File: src/rtl/stopwatch_pkg.sv
// Shared state encoding and default divisors for the stopwatch sequencer.
// STOPWATCH_CTRL_BLINK_EN adds the blink divisor default.
package stopwatch_pkg;

    typedef enum logic [1:0] {
        ST_PAUSE  = 2'd0,
        ST_RUN    = 2'd1,
        ST_ADJUST = 2'd2
    } state_t;

    localparam int RUN_DIV_DEF = 100_000_000;
    localparam int ADJ_DIV_DEF = 50_000_000;
`ifdef STOPWATCH_CTRL_BLINK_EN
    localparam int BLINK_DIV_DEF = 25_000_000;
`endif

endpackage

File: src/rtl/tick_gen.sv
// Modulo-DIV counter emitting a one-cycle tick at DIV-1.
// en=0 holds the count; clr has priority over en.
module tick_gen #(
    parameter int DIV = 10
) (
    input  logic clk,
    input  logic rst,
    input  logic en,
    input  logic clr,
    output logic tick
);
    localparam int W = (DIV > 1) ? $clog2(DIV) : 1;
    localparam logic [W-1:0] LAST = W'(DIV - 1);

    logic [W-1:0] cnt;

    always_ff @(posedge clk or negedge rst) begin
        if (!rst) begin
            cnt <= '0;
        end else if (clr) begin
            cnt <= '0;
        end else if (en) begin
            cnt <= (cnt == LAST) ? '0 : cnt + W'(1);
        end
    end

    assign tick = en & (cnt == LAST);

endmodule

File: src/rtl/stopwatch_ctrl.sv
// RUN/PAUSE/ADJUST sequencer producing count strobes for the seconds/minutes counters.
// STOPWATCH_CTRL_BLINK_EN enables the blink gate divider used while adjusting.
module stopwatch_ctrl
    import stopwatch_pkg::*;
#(
    parameter int RUN_DIV = RUN_DIV_DEF,
    parameter int ADJ_DIV = ADJ_DIV_DEF
`ifdef STOPWATCH_CTRL_BLINK_EN
    ,
    parameter int BLINK_DIV = BLINK_DIV_DEF
`endif
) (
    input  logic       clk,
    input  logic       rst,
    input  logic       pause_btn,
    input  logic       clr_btn,
    input  logic       adj,
    input  logic       sel,
    input  logic       sec_at_max,
    output logic       sec_en,
    output logic       min_en,
    output logic       cnt_clr,
    output logic       running,
    output logic       blink,
    output logic [1:0] fsm_state
);
    state_t state;
    logic   saved_run;
    logic   pause_q, clr_q, pause_rise, clr_rise;
    logic   in_run, in_adj, enter_adj, exit_adj;
    logic   run_tick, adj_tick;

    assign in_run    = (state == ST_RUN);
    assign in_adj    = (state == ST_ADJUST);
    assign enter_adj = !in_adj && adj;
    assign exit_adj  = in_adj && !adj;
    assign fsm_state = state;

    // Rise is registered so it acts one edge after it is seen.
    always_ff @(posedge clk or negedge rst) begin
        if (!rst) begin
            pause_q    <= 1'b0;
            clr_q      <= 1'b0;
            pause_rise <= 1'b0;
            clr_rise   <= 1'b0;
        end else begin
            pause_q    <= pause_btn;
            clr_q      <= clr_btn;
            pause_rise <= pause_btn & ~pause_q;
            clr_rise   <= clr_btn & ~clr_q;
        end
    end

    tick_gen #(.DIV(RUN_DIV)) u_run_div (
        .clk  (clk),
        .rst  (rst),
        .en   (in_run),
        .clr  (clr_rise),
        .tick (run_tick)
    );

    tick_gen #(.DIV(ADJ_DIV)) u_adj_div (
        .clk  (clk),
        .rst  (rst),
        .en   (in_adj),
        .clr  (clr_rise | enter_adj),
        .tick (adj_tick)
    );

    always_ff @(posedge clk or negedge rst) begin
        if (!rst) begin
            state     <= ST_PAUSE;
            saved_run <= 1'b0;
            running   <= 1'b0;
            sec_en    <= 1'b0;
            min_en    <= 1'b0;
            cnt_clr   <= 1'b0;
        end else begin
            // A pause rise coincident with entry is folded into saved_run; at exit it is lost.
            if (enter_adj) begin
                state     <= ST_ADJUST;
                saved_run <= in_run ^ pause_rise;
                running   <= 1'b0;
            end else if (exit_adj) begin
                state   <= saved_run ? ST_RUN : ST_PAUSE;
                running <= saved_run;
            end else if (pause_rise) begin
                case (state)
                    ST_PAUSE: begin
                        state   <= ST_RUN;
                        running <= 1'b1;
                    end
                    ST_RUN: begin
                        state   <= ST_PAUSE;
                        running <= 1'b0;
                    end
                    default: saved_run <= ~saved_run;
                endcase
            end

            cnt_clr <= clr_rise;
            if (clr_rise) begin
                sec_en <= 1'b0;
                min_en <= 1'b0;
            end else if (run_tick) begin
                sec_en <= 1'b1;
                min_en <= sec_at_max;
            end else if (adj_tick) begin
                sec_en <= ~sel;
                min_en <= sel;
            end else begin
                sec_en <= 1'b0;
                min_en <= 1'b0;
            end
        end
    end

`ifdef STOPWATCH_CTRL_BLINK_EN
    logic blink_tick;

    tick_gen #(.DIV(BLINK_DIV)) u_blink_div (
        .clk  (clk),
        .rst  (rst),
        .en   (in_adj),
        .clr  (enter_adj | exit_adj),
        .tick (blink_tick)
    );

    always_ff @(posedge clk or negedge rst) begin
        if (!rst) begin
            blink <= 1'b0;
        end else if (enter_adj || exit_adj) begin
            blink <= 1'b0;
        end else if (blink_tick) begin
            blink <= ~blink;
        end
    end
`else
    assign blink = 1'b0;
`endif

endmodule

File: config.mk
export PLATFORM = sky130hd
export DESIGN_NAME = stopwatch_ctrl
export DESIGN_NICKNAME = d
export VERILOG_FILES = /design/src/rtl/stopwatch_pkg.sv /design/src/rtl/tick_gen.sv /design/src/rtl/stopwatch_ctrl.sv
export SDC_FILE = /design/constraint.sdc
export NUM_CORES = 1
export LEC_CHECK = 0
export CAP_MARGIN = 5
export CORE_UTILIZATION = 60
export CTS_CLUSTER_DIAMETER = 120
export DETAILED_ROUTE_END_ITERATION = 7
export PLACE_DENSITY = 0.78
export SLEW_MARGIN = 20
export SYNTH_ARGS = -nofsm -noshare
export SYNTH_HDL_FRONTEND = slang
export SYNTH_HIERARCHICAL = 1
export SYNTH_SLANG_ARGS = --single-unit
File: constraint.sdc
create_clock -name clk -period 2.58 [get_ports clk]
set_input_delay 0.516 -clock clk [delete_from_list [all_inputs] [get_ports clk]]
set_output_delay 0.516 -clock clk [all_outputs]
set_load 0.1 [all_outputs]
After elaboration in Yosys (flattened, before gate mapping):

Cells that the tools add are included.
Widths: inputs -> output; s select.

* bits in registers: 64
* bits of input ports: 7
* output and inout bits: 7
* logic and storage cells: 68

* $add $sub $neg: 2
* equality and inequality tests: 6
* multiplexer cells: 25
* bitwise operators: 10
* reduce and logical (&&, ||, !) cells: 13

Operator list (number)
* $mux 27: 3
* $mux 26: 3
* $add 27x1->27 const B: 1
* $eq 27x27->1 const B: 1
* $add 26x1->26 const B: 1
* $eq 26x26->1 const B: 1
* $mux 1: 14
* $mux 2: 3
* $reduce_bool 2->1: 3
* $and 1x1->1: 4
* $not 1->1: 4
* $pmux 2 s2: 1
* $reduce_bool 4->1: 1
* $reduce_and 3->1: 1
* $reduce_bool 3->1: 1
* $eq 2x1->1 const B: 1
* $eq 2x2->1 const B: 1
* $logic_and 1x1->1: 2
* $logic_not 1->1: 2
* $logic_not 2->1: 1
* $ne 2x1->1 const B: 1
* $ne 2x2->1 const B: 1
* $pmux 1 s2: 1
* $reduce_and 2->1: 1
* 3 further kinds: 3

Logic depth before layout (Yosys ltp):

* depth after elaboration: 6
* gate-level depth with buffers: 8
* mapped depth without buffers: 6

Hierarchy:

Netlist, hierarchy kept.

Modules (own cells, without submodules)
* tick_gen at u_run_div: times used 1, cells an instance 166, area an instance 1574.0 µm², seq. area each 675.6 µm²
* tick_gen at u_adj_div: times used 1, cells an instance 173, area an instance 1551.5 µm², seq. area each 650.6 µm²
* stopwatch_ctrl: times used 1, cells an instance 42, area an instance 456.7 µm², seq. area each 250.2 µm²

Least setup slack after synthesis:

Ideal clock, no wire load.

* path kind: reg2reg
* from: reg running (netlist name)
* to: reg u_adj_div.cnt[25]
* arrival: 2468 ps
* data required time: 2503 ps
* path slack: 35 ps
* stages on the path, launching flop included: 8
* period minus slack after synthesis: 2545 ps
* cell sequence: dfrtp_1 > buf_6 > nand2b_1 > a21o_2 > o21a_1 > nand4_4 > or4_1 > a21oi_1

RTL lines
* end signal, assigned: line tick_gen.sv:23 `cnt <= (cnt == LAST) ? '0 : cnt + W'(1);`
* end, declared: line tick_gen.sv:15 `logic [W-1:0] cnt;`

==> results by group <==
Routing
  – DRT iter0 DRCs: 217
  – Highest routed layer: met4
  – DRT antenna net count: 0
  – Vias: 3064
  – Metal3 WL: 395 µm
  – Drt first pass iters: 5
  – DRC viols: 0
  – Vias per inst: 6.41
  – Met2 routed WL: 3550 µm
  – Metal-1 WL: 3910 µm
  – Routed WL: 7960 µm
  – Routed WL per cell: 16.7 µm

STA
  – Max frequency: 0.449 GHz
  – Tmin final: 2230 ps
  – Setup-failing EPs final: 0
  – Final setup skew: 9.60 ps
  – Unrepaired setup endpoints after global routing: false
  – Worst slew margin: 54.9%
  – Worst Setup Slack, final: 350 ps
  – Crit share post-route: 86.4%
  – Final Hold Viols: 0
  – Fin. max-slew vios: 0
  – Setup TNS: 0 ps
  – Worst Max-Slew Pin Slew: 677 ps

Layout
  – Fill count: 432
  – Share of cells above drive strength 1: 11.6%
  – Area delta synth->final: 11.0%
  – Diode count: 0
  – Util after Layout: 70.5%
  – Post-layout nets: 410
  – Post-Layout Cell Count: 478

Floorplan
  – Core box area: 5640 µm²
  – Num rows: 27
  – Die X: 79.3 µm
  – Io pins: 14
  – Initial core utilization: 63.5%
  – Die area: 6280 µm²
  – Die Y: 79.3 µm

Synth
  – Post-synth top area share: 44.0%
  – Top cells by count, synth: dfrtp_1, nor2_1, nand2_1
  – Most frequent cell after synthesis: dfrtp_1
  – Syn Inst Count: 381
  – Dominant cells by area after synthesis: dfrtp_1, xor2_1, nand4_1, nor2_1, nand3_1
  – Post-synth cell types: 52
  – YS warnings: 6
  – Sequential area share after synthesis: 44.0%
  – Ys flop type: dfrtp_1
  – Syn avg cell area: 9.40 µm²
  – Post-synth EDFFs: 0
  – #FFs+latches synth: 63
  – Async set-reset flop share out of synthesis: 100%
  – Largest area contributor in the netlist: dfrtp_1
  – Synthesized cell area: 3580 µm²
  – Syn Nets: 390

Pwr
  – Sequential share of power: 47.6%
  – Max VDD drop: 362 µV
  – Comb pwr share: 12.8%
  – Switch Pwr: 0.000620 W
  – Pint: 0.00164 W
  – Pwr/cell area: 568 nW/µm²
  – Sw Ratio: 27.4%
  – Clock share of power: 39.6%
  – Leakage: 1.65 nW

Setup path
  – Crit Path Max Fanout: 16
  – Crit path required time: 2850 ps
  – CP max stage cell: or4_1
  – Crit path kind: register to register
  – Arrival time of the worst setup path: 2500 ps
  – Crit start category: register
  – Worst path buffer plus inverter count: 0
  – Critical path endpoint category: register
  – Critical path, cell by cell: nand2b_1 -> a21o_2 -> o21a_1 -> nand4_4 -> or4_1 -> a21oi_1
  – Max incr delay on CP: 560 ps
  – R2R depth: 6
  – Levels on crit path: 6
  – Delay-heaviest family, CP: simple AND/OR/NAND/NOR gates

CTS
  – Cts repair resizes: 0
  – CTS buffer count: 9
  – Post-CTS Setup Bufs: 0
  – Clock slew at reported path FFs: 70 ps
  – Clock Path Buffers: 2
  – CTS tree: built
  – CTS Root Cell: clkbuf_8
  – Hold buffer count at CTS: 0
  – Clk Latency, worst-skew pair: 340 ps
  – Clock Sinks: 63
  – H-tree Lvls: 3

Outcome
  – Outcome: finished clean

Min path
  – Min-Delay Path Class: primary input to async pin

Global routing
  – First-pass GRT wire length: 13500 µm
  – Gr usage total: 28.2%
  – Antenna violations before repair: 0
  – Pin count of the biggest net entering global routing: 36
  – Gr ovfl total: 0
  – Number of global-route vias before repair: 2802

Placed design
  – Post-Place Worst Slack: 122 ps
  – Port buffer count: 12
  – Hpwl dp: 5520 µm
  – Post-Place Cells: 462
  – Final GP Congestion: 0.870

Job
  – Max_cap viols: 0
[logic make-up after synthesis]
family                     after synthesis  share of synthesized area, %
xor gates and xnor gates                25                          6.11
other                                    1                         0.105
adders and majority gates                2                         0.698
buffers and inverters                   22                          3.63
muxes                                    1                         0.279
AOI/OAI and AO/OA                       63                          11.1
DFF                                     63                          44.0
and+or+nand+nor                        204                          34.0
[path summary, 6_finish.rpt]
path	startpoint	endpoint	slack [ps]
max in group asynchronous	rst	u_run_div/cnt[5]	1750
setup reg to reg	running	u_adj_div/cnt[19]	350
setup / recovery	running	u_adj_div/cnt[19]	350
hold / removal	rst	u_adj_div/cnt[9]	200
min in group clk	clr_q	clr_rise	400
hold reg to reg	clr_q	clr_rise	400
[sequential cells by signal, indices dropped and copies added, names as in the netlist]
signal and flops:
clr_q 1, clr_rise 1, cnt_clr 1, fsm_state 1, min_en 1, pause_q 1, pause_rise 1, running 1
saved_run 1, sec_en 1, u_adj_div/cnt 26, u_run_div/cnt 27
[power by group through the flow]
stage	registers [W]	logic [W]	clock network [W]
2_1_floorplan	0.00112	0.000176	0
3_3_place_gp	0.00109	0.000286	0
3_5_place_dp	0.00109	0.000290	0
4_1_cts	0.00107	0.000290	0.000908
5_1_grt	0.00108	0.000314	0.000963
6_report	0.00108	0.000289	0.000896
[cell usage in the layout, fill, tap and decap left out, drive strengths merged, types with 4 or more instances in the layout]
cell type and n:
xor2 21, xnor2 4, nor2 38, nor2b 4, o31ai 10, dfrtp 63, buf 18, nand3 22
and4 10, or3 9, nor3b 5, nor3 5, or4 11, nand2 28, nor4 8, nor4b 4
clkbuf 13, and2 7, o21ai 15, a32o 4, and3 9, clkdlybuf4s50 5, a21oi 21, inv 8
nand4 28
[metrics by stage]
| step | area [µm²] | hold slack (ps) | total power, W |
|---|---|---|---|
| 6_report | 3980 | 203 | 0.00226 |
| 5_1_grt | 3980 | 255 | 0.00236 |
| 4_1_cts | 3980 | 225 | 0.00227 |
| 3_5_place_dp | 3770 | 393 | 0.00138 |
| 3_3_place_gp | 3770 | 385 | 0.00138 |
| 2_1_floorplan | 3580 | 220 | 0.00129 |
[per-layer routing]
metal	GRT usage (%)	up-vias
met3	4.48	8
met4	11.8	0
met1	41.4	1498
met2	41.4	93
li1	-	1465
met5	0	-
[final cells by class]
class	instances	area (µm²)	share of cell area, %
inverter	8	30.0	0.755
tap	72	90.1	2.27
sequential	63	1580	39.6
clock buffer	13	169	4.25
multi-input combinational	296	1880	47.2
timing repair buffer	23	195	4.91
clock inverter	3	40.0	1.01
No activity file was read; power rests on OpenSTA's default activity.
==> RTL change 1, RTL diff (config.mk and constraints unchanged) <==
Set the package constant `RUN_DIV_DEF` to 50_000_000 (it was 100_000_000).
--- a/src/rtl/stopwatch_pkg.sv
+++ b/src/rtl/stopwatch_pkg.sv
@@ -8,7 +8,7 @@
         ST_ADJUST = 2'd2
     } state_t;
 
-    localparam int RUN_DIV_DEF = 100_000_000;
+    localparam int RUN_DIV_DEF = 50_000_000;
     localparam int ADJ_DIV_DEF = 50_000_000;
 `ifdef STOPWATCH_CTRL_BLINK_EN
     localparam int BLINK_DIV_DEF = 25_000_000;
Check against the original RTL: same outputs for any inputs over 10 cycles, from zero or initial values and one cycle with rst low; that may be too few to reach the edited logic, so the function may still have changed.
==> RTL change 1 against the unedited design <==
Critical path depth unchanged. Global-route usage rose by 0.57 points. Clock power grew 17%. Area after synthesis is 0.63% lower. Sequential cell count is 1 lower. Final area down 1.2%. Utilization down 0.45 points. Wire length up 2.4%. Clock skew increased by 4.0 ps. Worst setup slack got worse by 4.3 ps. Power is 5.8% higher.
==> RTL change 1: results <==
run_status:
  status: "complete, no violations"
detailed_routing:
  wl_per_cell_um: 17.03
  drt_first_pass_iters: 6
  drtIter0Drc: 311
  via_count: 3195
  wl_mm: 8.158
placement:
  gp_routability_congestion: 0.8492
  place_inst: 463
  postPlaceCellArea_sq_mm: 0.003684
  place_ws_ps: 126.5
  dp_hpwl_mm: 5.539
grt:
  grt_util_all_layers: 0.2880
  grt_max_degree: 28
  grt_pass1_wl_mm: 14.01
  grt_pass1_vias: 2939
pwr:
  p_leak_nw: 1.550
  ir_drop_uv: 380.6
cells_and_area:
  drive_above_1_share: 0.1081
  fill_cells: 441
  utilization: 0.7004
  reg_top3: "u_adj_div/cnt: 26 flops, u_run_div/cnt: 26 flops"
sta:
  hold_ws_ps: 176.9
  maxSlewHeadroom: 0.5809
  finClkSkew_ps: 13.56
logic_synthesis:
  yosysSeqAreaShare: 0.4359
  postSynthAreaPerCell_sq_um: 9.174
  ys_types: 42
  synth.area.top_cells: "dfrtp_1 (44%), a21oi_1 (4.5%), nand4_1 (4.4%), o31ai_1 (3.8%), or4_1 (3.8%)"
critical_path:
  cp.arrival_ps: 2500
  r2r_end: "u_adj_div/cnt[23]"
## RTL change 1: changes by cell type after synthesis, sizes merged, moves of 4 or more
| cell | change |
|---|---|
| a21oi | +11 |
| or4 | +7 |
| nor3b | -5 |
| nand2 | +5 |
| o31ai | +10 |
| nor2 | -14 |
| inv | +4 |
| a32o | -4 |
| xor2 | -8 |
| or3 | +5 |
## RTL change 1: cells by family after synthesis
family                     after synthesis  synth area share
DFF                                     62            0.4359
xor gates and xnor gates                17           0.04183
other                                    1          0.001053
buffers and inverters                   30           0.05026
AOI/OAI and AO/OA                       80            0.1417
adders and majority gates                2          0.007029
and+or+nand+nor                        196            0.3223
## RTL change 1: power by group through the flow
stage	registers (mW)	logic [mW]	clock network (mW)
after floorplan	1.11	0.166	0
after global placement	1.08	0.267	0
after detailed placement	1.08	0.274	0
after CTS	1.07	0.275	1.07
after global routing	1.07	0.298	1.12
final	1.07	0.274	1.05
## RTL change 1: metal layers
layer | track usage | wire [um]
met3 | 0.04138 | 501
met2 | 0.4328 | 3740
met4 | 0.1291 | 101
met5 | 0 | 0
met1 | 0.4123 | 3814
## RTL change 1: how the worst max path moves through the flow
stage / start / endpoint / slack, ps / depth (start not counted)
final: running / u_adj_div/cnt[23] / 350 / 6
after global routing: running / u_adj_div/cnt[23] / 190 / 6
after CTS: running / u_adj_div/cnt[23] / 370 / 6
after detailed placement: adj / u_adj_div/cnt[23] / 130 / 6
after global placement: adj / u_adj_div/cnt[21] / 160 / 6
after floorplan: running / u_adj_div/cnt[25] / 30 / 7
## RTL change 1: cell type report
type                            count  area share
Multi-Input combinational cell    296      0.4658
Tap cell                           72     0.02294
Clock inverter                      7     0.03058
Sequential cell                    62      0.3950
Clock buffer                        9     0.03154
Timing Repair Buffer               21     0.04269
Inverter                           12     0.01147
==> RTL change 2, RTL diff (same settings) <==
Made on the original files. The output `cnt_clr` loses its register stage (`cnt_clr` becomes a continuous assignment).
--- a/src/rtl/stopwatch_ctrl.sv
+++ b/src/rtl/stopwatch_ctrl.sv
@@ -74,7 +74,6 @@
             running   <= 1'b0;
             sec_en    <= 1'b0;
             min_en    <= 1'b0;
-            cnt_clr   <= 1'b0;
         end else begin
             // A pause rise coincident with entry is folded into saved_run; at exit it is lost.
             if (enter_adj) begin
@@ -98,7 +97,6 @@
                 endcase
             end
 
-            cnt_clr <= clr_rise;
             if (clr_rise) begin
                 sec_en <= 1'b0;
                 min_en <= 1'b0;
@@ -114,6 +112,8 @@
             end
         end
     end
+
+    assign cnt_clr = clr_rise;
 
 `ifdef STOPWATCH_CTRL_BLINK_EN
     logic blink_tick;
Function: changed (Yosys sat finds a counterexample within 4 cycles, from zero or initial values and one cycle with rst low).
==> RTL change 2 against the unedited design <==
Worst setup slack better by 16 ps. Sequential cell count down 1. Final area down 2.0%. Power is 3.4% lower. Fmax is 0.73% higher. Worst hold slack gained 140 ps. Sequential share of layout area up 0.17 points. Wire length increased by 1.0%. Area after synthesis decreased by 0.70%. Largest cell class unchanged.
==> RTL change 2: results <==
cells_and_area:
  multi_input_area_share: 0.4814
  fill_cells: 443
  nNetsFinal: 406
  non_clock_buffer_count: 20
  final-clk-cell-share: 0.04849
  n_clock_buffer: 11
  layout.nonclk_buf_frac: 0.04110
  drive_above_1_share: 0.1072
  seq_area_sq_mm: 0.001551
clock_network:
  cts_resized: 0
  clk_latency_ps: 340
  cts_buffer_depth: 2
  cts.clk_slew.worst_paths_ps: 70
detailed_routing:
  vias_per_cell: 6.497
  dr_wl_met3_um: 488
  wl_mm: 8.046
  drt-met1-wl_mm: 3.875
  drtIter0Drc: 294
  wl_met2_mm: 3.614
logic_synthesis:
  synth.net_count: 389
  synth_compound_area_frac: 0.1122
  synth-adder-area-share: 0.007035
  yosysMostFrequentCell: "dfrtp_1"
  yosysSeqAreaShare: 0.4362
  synth.area.top_cells: "dfrtp_1 (44%), xor2_1 (5.2%), nand4_1 (4.4%), nor2_1 (4.0%), nand3_1 (3.1%)"
  ys_ff_latch: 62
  synth_xor_area_frac: 0.06155
  synth_mux_area_frac: 0.002814
  netlist_top_cells_count: "dfrtp_1 (62), nor2_1 (38), nand2_1 (27)"
  async_flop_share: 1.000
sta:
  finClkSkew_ps: 7.988
  tightest_slew_ps: 795.6
grt:
  grt_max_degree: 63
  antenna_found_initial: 0
  grt_pass1_vias: 2734
  grt_util_all_layers: 0.2791
  grt_pass1_wl_mm: 13.37
placement:
  dp_hpwl_mm: 5.325
  gp_routability_congestion: 0.8969
  postPlaceCellArea_sq_mm: 0.003707
  place_ws_ps: 126.8
run_status:
  status: "complete, no violations"
pwr:
  p_leak_nw: 1.602
  ir_drop_uv: 484.6
critical_path:
  cp.arrival_ps: 2470
  cp_max_fo: 16
die:
  taps: 72
## RTL change 2: cell count changes after synthesis, sizes merged
| cell | before | now |
|---|---|---|
| dfrtp | 63 | 62 |
## RTL change 2: cell families (layout without fill, tap and decap cells)
logic type      after synthesis  after routing
simple gates                204            204
xor+xnor                     25             25
mux                           1              1
buf+inv                      22             43
flops                        62             62
other cells                   1              1
compound gates               63             63
fa+ha+maj                     2              2
## RTL change 2: final timing paths
path / start / to / slack (ps) / cells after the start
setup / recovery: running / u_adj_div/cnt[21] / 370 / 6
hold / removal: rst / u_run_div/cnt[3] / 340 / 2
setup reg to reg: running / u_adj_div/cnt[21] / 370 / 6
hold reg to reg: clr_q / cnt_clr / 390 / 1
max in group asynchronous: rst / u_run_div/cnt[13] / 1720 / 2
min in group clk: clr_q / cnt_clr / 390 / 1
## RTL change 2: worst reg2reg max path, delay by kind of cell, from the launching register on
kind	cells	cell delay (ps)
compound gates	3	580
flops	1	540
simple gates	3	1010
## RTL change 2: where the power goes
| part | switching, mW | internal, mW |
|---|---|---|
| Sequential | 0.0526 | 1.00 |
| Clock | 0.376 | 0.464 |
| Combinational | 0.194 | 0.0916 |
## RTL change 2: metrics by stage
step / power, mW / hold WS [ps] / util / cells
2_1_floorplan: 1.275 / 220.4 / - / 380
3_3_place_gp: 1.352 / 382.3 / 0.6611 / 458
3_5_place_dp: 1.360 / 381.8 / 0.6611 / 458
4_1_cts: 2.207 / 355.3 / 0.6948 / 473
5_1_grt: 2.273 / 399.6 / 0.6948 / 473
6_report: 2.182 / 340.3 / 0.6948 / 473
## RTL change 2: layer usage
metal,track usage,vias to the layer above
li1,-,1456
met1,0.4125,1504
met2,0.4034,106
met3,0.06322,7
met4,0.09273,0
met5,0,-
